$ cat src/rtl/counter_wrap_max.sv
// rtl/counter_wrap_max.sv - programmable-modulus up-counter wrapping at a run-time limit
module counter_wrap_max #(
    parameter int WIDTH          = 4,
    parameter int IMPLEMENTATION = 0
) (
    input  logic             clk,
    input  logic             rst,
    input  logic             ena,
    input  logic [WIDTH-1:0] max,
    output logic [WIDTH-1:0] cnt,
    output logic             pls
);

    logic [WIDTH-1:0] cnt_inc;
    logic             is_max;

    generate
        if (IMPLEMENTATION == 0) begin : g_beh
            assign is_max  = (cnt == max);
            assign cnt_inc = cnt + WIDTH'(1);
        end else begin : g_struct
            logic [WIDTH-1:0] eq_bits;
            logic [WIDTH-1:0] carry;

            // Half-adder chain: carry into bit i is the AND of all lower bits.
            assign carry[0] = 1'b1;
            for (genvar i = 0; i < WIDTH; i++) begin : g_bit
                assign eq_bits[i] = ~(cnt[i] ^ max[i]);
                assign cnt_inc[i] = cnt[i] ^ carry[i];
                if (i > 0) begin : g_carry
                    assign carry[i] = cnt[i-1] & carry[i-1];
                end
            end
            assign is_max = &eq_bits;
        end
    endgenerate

    always_ff @(posedge clk or negedge rst) begin
        if (!rst) begin
            cnt <= '0;
        end else if (ena) begin
            cnt <= is_max ? '0 : cnt_inc;
        end
    end

    assign pls = is_max;

endmodule

$ cat config.mk
export PLATFORM = sky130hd
export DESIGN_NAME = counter_wrap_max
export DESIGN_NICKNAME = d
export VERILOG_FILES = /design/src/rtl/counter_wrap_max.sv
export SDC_FILE = /design/constraint.sdc
export NUM_CORES = 1
export LEC_CHECK = 0
export CAP_MARGIN = 5
export CORE_AREA = 2 2 39 41
export DETAILED_ROUTE_END_ITERATION = 12
export DIE_AREA = 0 0 41 43
export PLACE_DENSITY_LB_ADDON = 0.2
export SETUP_SLACK_MARGIN = 0.2
export SYNTH_ARGS = -nofsm -noshare
export SYNTH_HDL_FRONTEND = slang
export SYNTH_SLANG_ARGS = --single-unit
$ cat constraint.sdc
create_clock -name clk -period 1.1 [get_ports clk]
set_input_delay 0.11 -clock clk [delete_from_list [all_inputs] [get_ports clk]]
set_output_delay 0.11 -clock clk [all_outputs]
set_load 0.02 [all_outputs]
### After elaboration in Yosys (flattened, before gate mapping)

Index checks and enable logic that the tools add are counted.

| cells by class | value |
|---|---|
| add/subtract/negate cells | 1 |
| multiply operators | 0 |
| divide/modulo/power cells | 0 |
| magnitude comparators | 0 |
| equal/unequal tests | 1 |
| shift operators | 0 |
| multiplexer cells | 1 |
| bitwise logic cells | 0 |
| reductions and logical operators | 0 |

Operators with widths:

| operator | count |
|---|---|
| 4-bit by 1-bit adder with 4-bit output, second input constant | 1 |
| 4-bit == test | 1 |
| 4-bit two-way mux | 1 |

| word-level totals | value |
|---|---|
| bits in registers | 4 |
| latch bits | 0 |
| memory bits (writable) | 0 |
| ROM bits | 0 |
| word-level logic and storage cells | 4 |
| memories kept | 0 |

### Logic depth before layout (Yosys ltp)

Gate-level depths: netlist of the first run.

| depth | value |
|---|---|
| word-level depth | 2 |
| mapped depth | 4 |
| depth with buffers taken out | 4 |

### Least setup slack after synthesis of the first run

Ideal clock, no wire load.

| timing | value |
|---|---|
| path type | register -> register |
| start point | register cnt[1] |
| end point | register cnt[1] |
| library setup time | 0.152 ns |
| arrival | 1.326 ns |
| data required time | 0.948 ns |
| slack | -0.378 ns |
| cell stages (with the launch flop) | 4 |
| buffers on the path | 0 |
| cell sequence | dfrtp_1 xor2_1 nor4_4 o22ai_1 |

| between the ends | value |
|---|---|
| longest elaborated chain between the ends | 2 |

Ends and longest elaborated chain:

| item | line | source |
|---|---|---|
| start: declaration | 10 | `output logic [WIDTH-1:0] cnt,` |
| start signal: assignment | 42 | `cnt <= is_max ? '0 : cnt_inc;` |
| 4-bit == test | 19 | `assign is_max = (cnt == max);` |
| named net pls | 11 | `output logic pls` |
| 4-bit two-way mux | 42 |  |

The timed path passes the listed nets, and every way through them passes these cells.
A chain may end at the register's enable or synchronous reset.

### Final worst setup path of the first run

| timing | value |
|---|---|
| start point | register cnt[1] |
| end point | output pls |

| between the ends | value |
|---|---|
| longest elaborated chain between the ends | 1 |

Ends and longest elaborated chain:

| item | line |
|---|---|
| 4-bit == test | 19 |
| end: declaration | 11 |

Every way passes these cells.

==> results of run 1 <==
[routing by layer]
layer | routed length [um] | global-route usage, % | part of all wire, % | vias to the layer above
met3 | 52 | 4.712 | 7.5 | 0
li1 | - | - | - | 138
met5 | 0 | 0 | 0 | -
met4 | 0 | 6.000 | 0 | 0
met1 | 241 | 8.852 | 35 | 123
met2 | 401 | 15.00 | 58 | 8
[layout make-up]
| cell class | count | area share (%) |
|---|---|---|
| clock buffers | 3 | 4.369 |
| flip-flops and latches | 4 | 19.90 |
| inverters | 2 | 1.456 |
| repair buffers | 22 | 40.78 |
| multi-input cells | 19 | 29.61 |
| well taps | 16 | 3.883 |
[synth_stat cells]
library cell  count
nor4_4            1
a21o_1            1
dfrtp_1           4
o21ai_1           1
clkbuf_1          1
nand2b_1          2
ha_1              1
xor2_1            4
nand2_1           2
inv_1             2
nor2b_1           1
o22ai_1           2
a21oi_1           1
nand3_1           2
mux2i_1           1
[cells by family after synthesis]
| family | synth area share (%) |
|---|---|
| simple gates | 22.44 |
| compound gates | 11.70 |
| xor+xnor | 13.66 |
| flops | 39.03 |
| buf+inv | 4.390 |
| mux | 3.903 |
| fa+ha+maj | 4.877 |
[power by group]
group	switching [mW]	leakage (nW)	internal, mW
clock	0.0518	0.0138	0.121
sequential	0.0590	0.0436	0.219
combinational	0.375	0.191	0.472
total	0.486	0.248	0.812
[metrics by stage]
stage | power [mW] | worst slack (ns) | hold WS [ns]
final | 1.298 | -0.2813 | 0.08642
after global routing | 1.402 | -0.3626 | 0.08348
after CTS | 1.320 | -0.2831 | 0.08377
after detailed placement | 0.9814 | -0.6950 | 0.3311
after global placement | 0.9620 | -0.7060 | 0.3279
after floorplan | 0.6379 | -0.2952 | -0.1856
[worst max-delay path by stage]
stage,slack (ns),end
3_5_place_dp,-0.70,pls
5_1_grt,-0.36,pls
6_report,-0.28,pls
4_1_cts,-0.28,pls
3_3_place_gp,-0.71,pls
2_1_floorplan,-0.30,cnt[1]
[critical path, cell delays in order, from the launching register on]
cell and delay [ns]:
dfrtp_1 0.38, xor2_1 0.18, nor4_4 0.30, buf_4 0.18
[timing repair]
action,CTS,global route
setup endpoints to repair,9,9
setup buffers,4,0
gates resized for setup,33,0
hold buffers,0,0
pin swaps,1,0
==> results by group, run 1 <==
Final layout
  – Multi-input combinational cell area: 152.6 um2
  – Largest Register: cnt
  – Cell Count, Final, Fillers Out: 66
  – Most frequent cells in the layout: 8 x buf_6, 8 x buf_4, 6 x clkdlybuf4s50_1
  – Final Core Density: 37.25%
  – Share of layout cells above drive strength 1: 46.00%
  – Post-route cell area: 515.5 um2
  – Largest regs: cnt x4
  – Max FFs per register: 4
  – Final-layout fill cell count: 146
  – Synthesis-to-layout area growth: 101.0%
  – Register area: 102.6 um2
  – Nets@finish: 60
  – Ant. Diodes: 0

Status
  – Failing checks: setup timing
  – Status: finished, violations left

Logic synthesis
  – #FFs+latches synth: 4
  – Mapped Nets: 34
  – Avg Inst Size Synth: 9.865 um2
  – Yosys top cell area share: 39.02%
  – Register area share after synthesis: 39.02%
  – Distinct cells, synth: 15
  – Ys Warns: 0
  – Cells after Synth: 26
  – Area contributors post-synth: dfrtp_1 39%, xor2_1 14%, nor4_4 8.3%
  – Area leader, netlist: dfrtp_1
  – Post-Synthesis Cell Area: 256.5 um2

Place
  – Dpl hpwl: 555.3 um
  – IO Port Bufs: 11
  – DP Area: 445.4 um2
  – Number of instances in the placed design: 59
  – RePlAce Congestion: 0.5757

Worst setup path
  – RR Startpoint: cnt[1]
  – Worst EP required: 0.99 ns
  – Endpoint class of the critical path: output pin
  – R2R setup slack: -0.21 ns
  – Worst Setup SP: cnt[1]
  – Critical R2R Capture: cnt[3]
  – CP Max Fanout: 2
  – WS Path Type: reg2out
  – Crit path arrival time: 1.27 ns
  – R2R depth: 5
  – Crit path launch type: register

Global routing
  – Largest net degree at the start of global routing: 6
  – Vias in the first global route: 243
  – GRT Residual Overflow: 0
  – First-pass GRT wire length: 1021 um
  – Initial antenna violation count: 0
  – GRT Total Usage: 9.394%

Die
  – Starting Density: 18.54%
  – Site row count: 14
  – Die area: 1763 um2
  – Core area: 1384 um2
  – DIE HEIGHT: 43 um
  – Die W: 41 um
  – I/O Pins: 12

Route
  – DRT antenna net count: 0
  – Via Count: 269
  – Residual DRC: 0
  – Initial drt markers: 0
  – Post-DR wirelength/cell: 10.53 um
  – Vias per std cell: 4.076
  – WL final: 695 um
  – Initial DRT Pass Iterations: 1

STA
  – Slew at the pin closest to its max-slew limit: 0.2942 ns
  – Sum Neg Setup Slack: -1.086 ns
  – Hold Vio Cnt, Final: 0
  – Final worst-path cycle share: 125.6%
  – Final critical-path setup slack: -0.2813 ns
  – Max-slew violations: 0
  – RSZ-0062 raised after global routing: true
  – Fmax: 0.7240 GHz
  – Minimum clock period: 1.381 ns
  – Final setup viols: 5
  – Max Clock Skew: 0.002034 ns
  – Relative slew slack: 80.32%

Pwr
  – Peak supply drop: 0.7252 mV
  – P per Cell Area: 2518 nW/um2
  – Leak: 0.2482 nW

CTS
  – Reg clk slew, reported paths: 0.04 ns
  – Root Buffer: clkbuf_4
  – CTS sink count: 4
  – Maximum root-to-sink buffer count: 2
  – H-Tree Depth: 1
  – TritonCTS clock tree: done
  – Worst skew pair latency: 0.23 ns
  – Clock buffer count from CTS: 3

Run
  – Max-Cap Viols: 0

Worst hold path
  – Path type of the worst min-delay path: in2async
Note: power is estimated with default switching activity, not from simulation.
==> run 2: changes to the inputs <==
- ABC_AREA: unset -> 1
==> run 2 against run 1 <==
Net effect:
- setup slack gained 0.12 ns
- die area is the same
- largest cell class unchanged
- via count grew 33%
- synthesized cell count grew 96%
- sequential share of layout area shrank 1.0 points
- hold slack lost 0.0084 ns
- final area grew 8.0%
- combinational power shrank 0.9%
- final cell count grew 38%
- the run still ends with setup timing left
==> results by group, run 2 <==
Status
  – Failing checks: setup timing
  – Status: finished, violations left

Logic synthesis
  – EDFF count, synth: 0
  – Cells after Synth: 51
  – Register area share after synthesis: 33.20%
  – Distinct cells, synth: 8
  – Mapped Nets: 59
  – Async SR Flop Fraction: 100.0%
  – Yosys top cell area share: 33.20%
  – Top-count cell post-synth: nand2_1
  – Area contributors post-synth: dfrtp_1 33%, nand2_1 31%, inv_1 17%
  – Area leader, netlist: dfrtp_1
  – Post-Synthesis Cell Area: 301.5 um2
  – #FFs+latches synth: 4
  – Ys Warns: 0
  – Post-synth top cells: 25 x nand2_1, 14 x inv_1, 4 x dfrtp_1
  – Avg Inst Size Synth: 5.913 um2
  – Ys flop type: dfrtp_1

Die
  – Die area: 1763 um2
  – Core area: 1384 um2
  – Starting Density: 21.79%
  – DIE HEIGHT: 43 um
  – Die W: 41 um
  – I/O Pins: 12
  – Site row count: 14

CTS
  – CTS sink count: 4
  – Maximum root-to-sink buffer count: 2
  – TritonCTS clock tree: done
  – Reg clk slew, reported paths: 0.04 ns
  – Worst skew pair latency: 0.23 ns
  – Root Buffer: clkbuf_4
  – Clock buffer count from CTS: 3
  – Hold Buf Count CTS: 0
  – H-Tree Depth: 1

Final layout
  – Commonest non-fill, non-tap cell in the layout: nand2_1
  – Nets@finish: 85
  – Cell Count, Final, Fillers Out: 91
  – Largest regs: cnt x4
  – Max FFs per register: 4
  – Share of layout cells above drive strength 1: 38.67%
  – Largest Register: cnt
  – Synthesis-to-layout area growth: 84.65%
  – Most frequent cells in the layout: 23 x nand2_1, 13 x inv_1, 11 x buf_4
  – Ant. Diodes: 0
  – Post-route cell area: 556.8 um2

Route
  – Initial DRT Pass Iterations: 2
  – Residual DRC: 0
  – Initial drt markers: 7
  – DRT antenna net count: 0
  – Post-DR wirelength/cell: 7.560 um
  – WL final: 688 um
  – Vias per std cell: 3.934
  – Via Count: 358

Pwr
  – Peak supply drop: 0.9222 mV
  – Leak: 0.3284 nW
  – P per Cell Area: 2365 nW/um2

Worst setup path
  – Critical R2R Capture: cnt[0]
  – Crit path arrival time: 1.15 ns
  – RR Startpoint: cnt[2]
  – Buf/Inv on CP: 2
  – Endpoint class of the critical path: output pin
  – WS Path Type: reg2out
  – Crit path max-delay family: flip-flops
  – Critical path's most frequent cell: nand2_1
  – Worst EP required: 0.99 ns
  – CP max stage cell: dfrtp_2
  – R2R setup slack: -0.12 ns
  – Cells along the critical path: nand2_1, nand2_1, nor2_2, nand2_2, inv_2, buf_6
  – Crit path launch type: register
  – Max incr delay on CP: 0.42 ns
  – CP Max Fanout: 4
  – R2R depth: 8

Place
  – RePlAce Congestion: 0.7083
  – Number of instances in the placed design: 85
  – IO Port Bufs: 11
  – Dpl hpwl: 531.8 um
  – DP Area: 501.7 um2
  – Dpl ws: -0.6035 ns

Global routing
  – GRT Total Usage: 9.879%
  – Vias in the first global route: 287
  – First-pass GRT wire length: 1104 um
  – Largest net degree at the start of global routing: 5
  – Initial antenna violation count: 0
  – GRT Residual Overflow: 0

STA
  – Max Clock Skew: 0.003300 ns
  – Relative slew slack: 87.92%
  – Fmax: 0.7935 GHz
  – Final worst-path cycle share: 114.6%
  – Max-slew violations: 0
  – Final critical-path setup slack: -0.1602 ns
  – RSZ-0062 raised after global routing: true
  – Minimum clock period: 1.260 ns
  – Slew at the pin closest to its max-slew limit: 0.1806 ns
  – Hold Vio Cnt, Final: 0
  – WHS: 0.07802 ns
  – Final setup viols: 5

Worst hold path
  – Path type of the worst min-delay path: in2async

Run
  – Max-Cap Viols: 0
-- run 2: cell count changes after synthesis, moves of 2 or more --
cell and delta:
inv_1 +12, nand2_1 +23, nand2b_1 -2, nor2_1 +2, nor2_2 +2, o22ai_1 -2, xor2_1 -2
-- run 2: cells by family after synthesis --
| logic type | Yosys count | share of synthesized area [%] |
|---|---|---|
| AND/OR/NAND/NOR | 30 | 39.42 |
| adder cells (fa/ha/maj) | 1 | 4.149 |
| buffers and inverters | 14 | 17.43 |
| flip-flops | 4 | 33.20 |
| XOR/XNOR | 2 | 5.810 |
-- run 2: how the worst max path moves through the flow --
stage / end / from / slack, ns / depth (start not counted)
after global routing: pls / cnt[3] / -0.23 / 6
after CTS: pls / cnt[3] / -0.16 / 6
after global placement: pls / max[1] / -0.59 / 8
after detailed placement: pls / max[2] / -0.60 / 8
final: pls / cnt[2] / -0.16 / 6
after floorplan: cnt[2] / cnt[0] / 0.03 / 6
-- run 2: worst register-to-register path: stages (launching register included) --
cell and delay, ns:
dfrtp_2 0.42, nand2_1 0.07, nand2_1 0.06, nor2_2 0.12, nand2_2 0.09, buf_4 0.13, buf_4 0.13, nand2_1 0.05
nand2_1 0.04
-- run 2: power by group --
part / internal [mW] / switching [mW] / total [mW]
registers: 0.227 / 0.0720 / 0.299
clock network: 0.122 / 0.0572 / 0.179
logic: 0.445 / 0.394 / 0.839
-- run 2: routing by layer --
layer | track usage (%) | vias to the layer above | wire, um
met2 | 13.75 | 11 | 338
met1 | 11.73 | 156 | 293
li1 | - | 191 | -
met3 | 7.853 | 0 | 56
met4 | 2.000 | 0 | 0
met5 | 0 | - | 0
-- run 2: what timing repair did --
action                     4_1_cts  5_1_grt
pin swaps                        7        2
buffers inserted                 2        1
gates resized for setup         29        3
setup endpoints to repair        9        9
-- run 2: layout make-up --
| type | instances | area, um2 |
|---|---|---|
| Sequential cell | 4 | 105.1 |
| Multi-Input combinational cell | 33 | 168.9 |
| Fill cell | 158 | 827.0 |
| Inverter | 14 | 52.55 |
| Clock buffer | 3 | 22.52 |
| Timing Repair Buffer | 21 | 187.7 |
| Tap cell | 16 | 20.02 |
-- run 2: stage by stage --
stage                     TNS [ns]  utilization (%)  total power [mW]
after floorplan                  0                -            0.6735
after global placement      -1.232            36.26             1.039
after detailed placement    -1.295            36.26             1.048
after CTS                  -0.4753            38.97             1.277
after global routing       -0.8421            40.24             1.440
final                      -0.4777            40.24             1.317
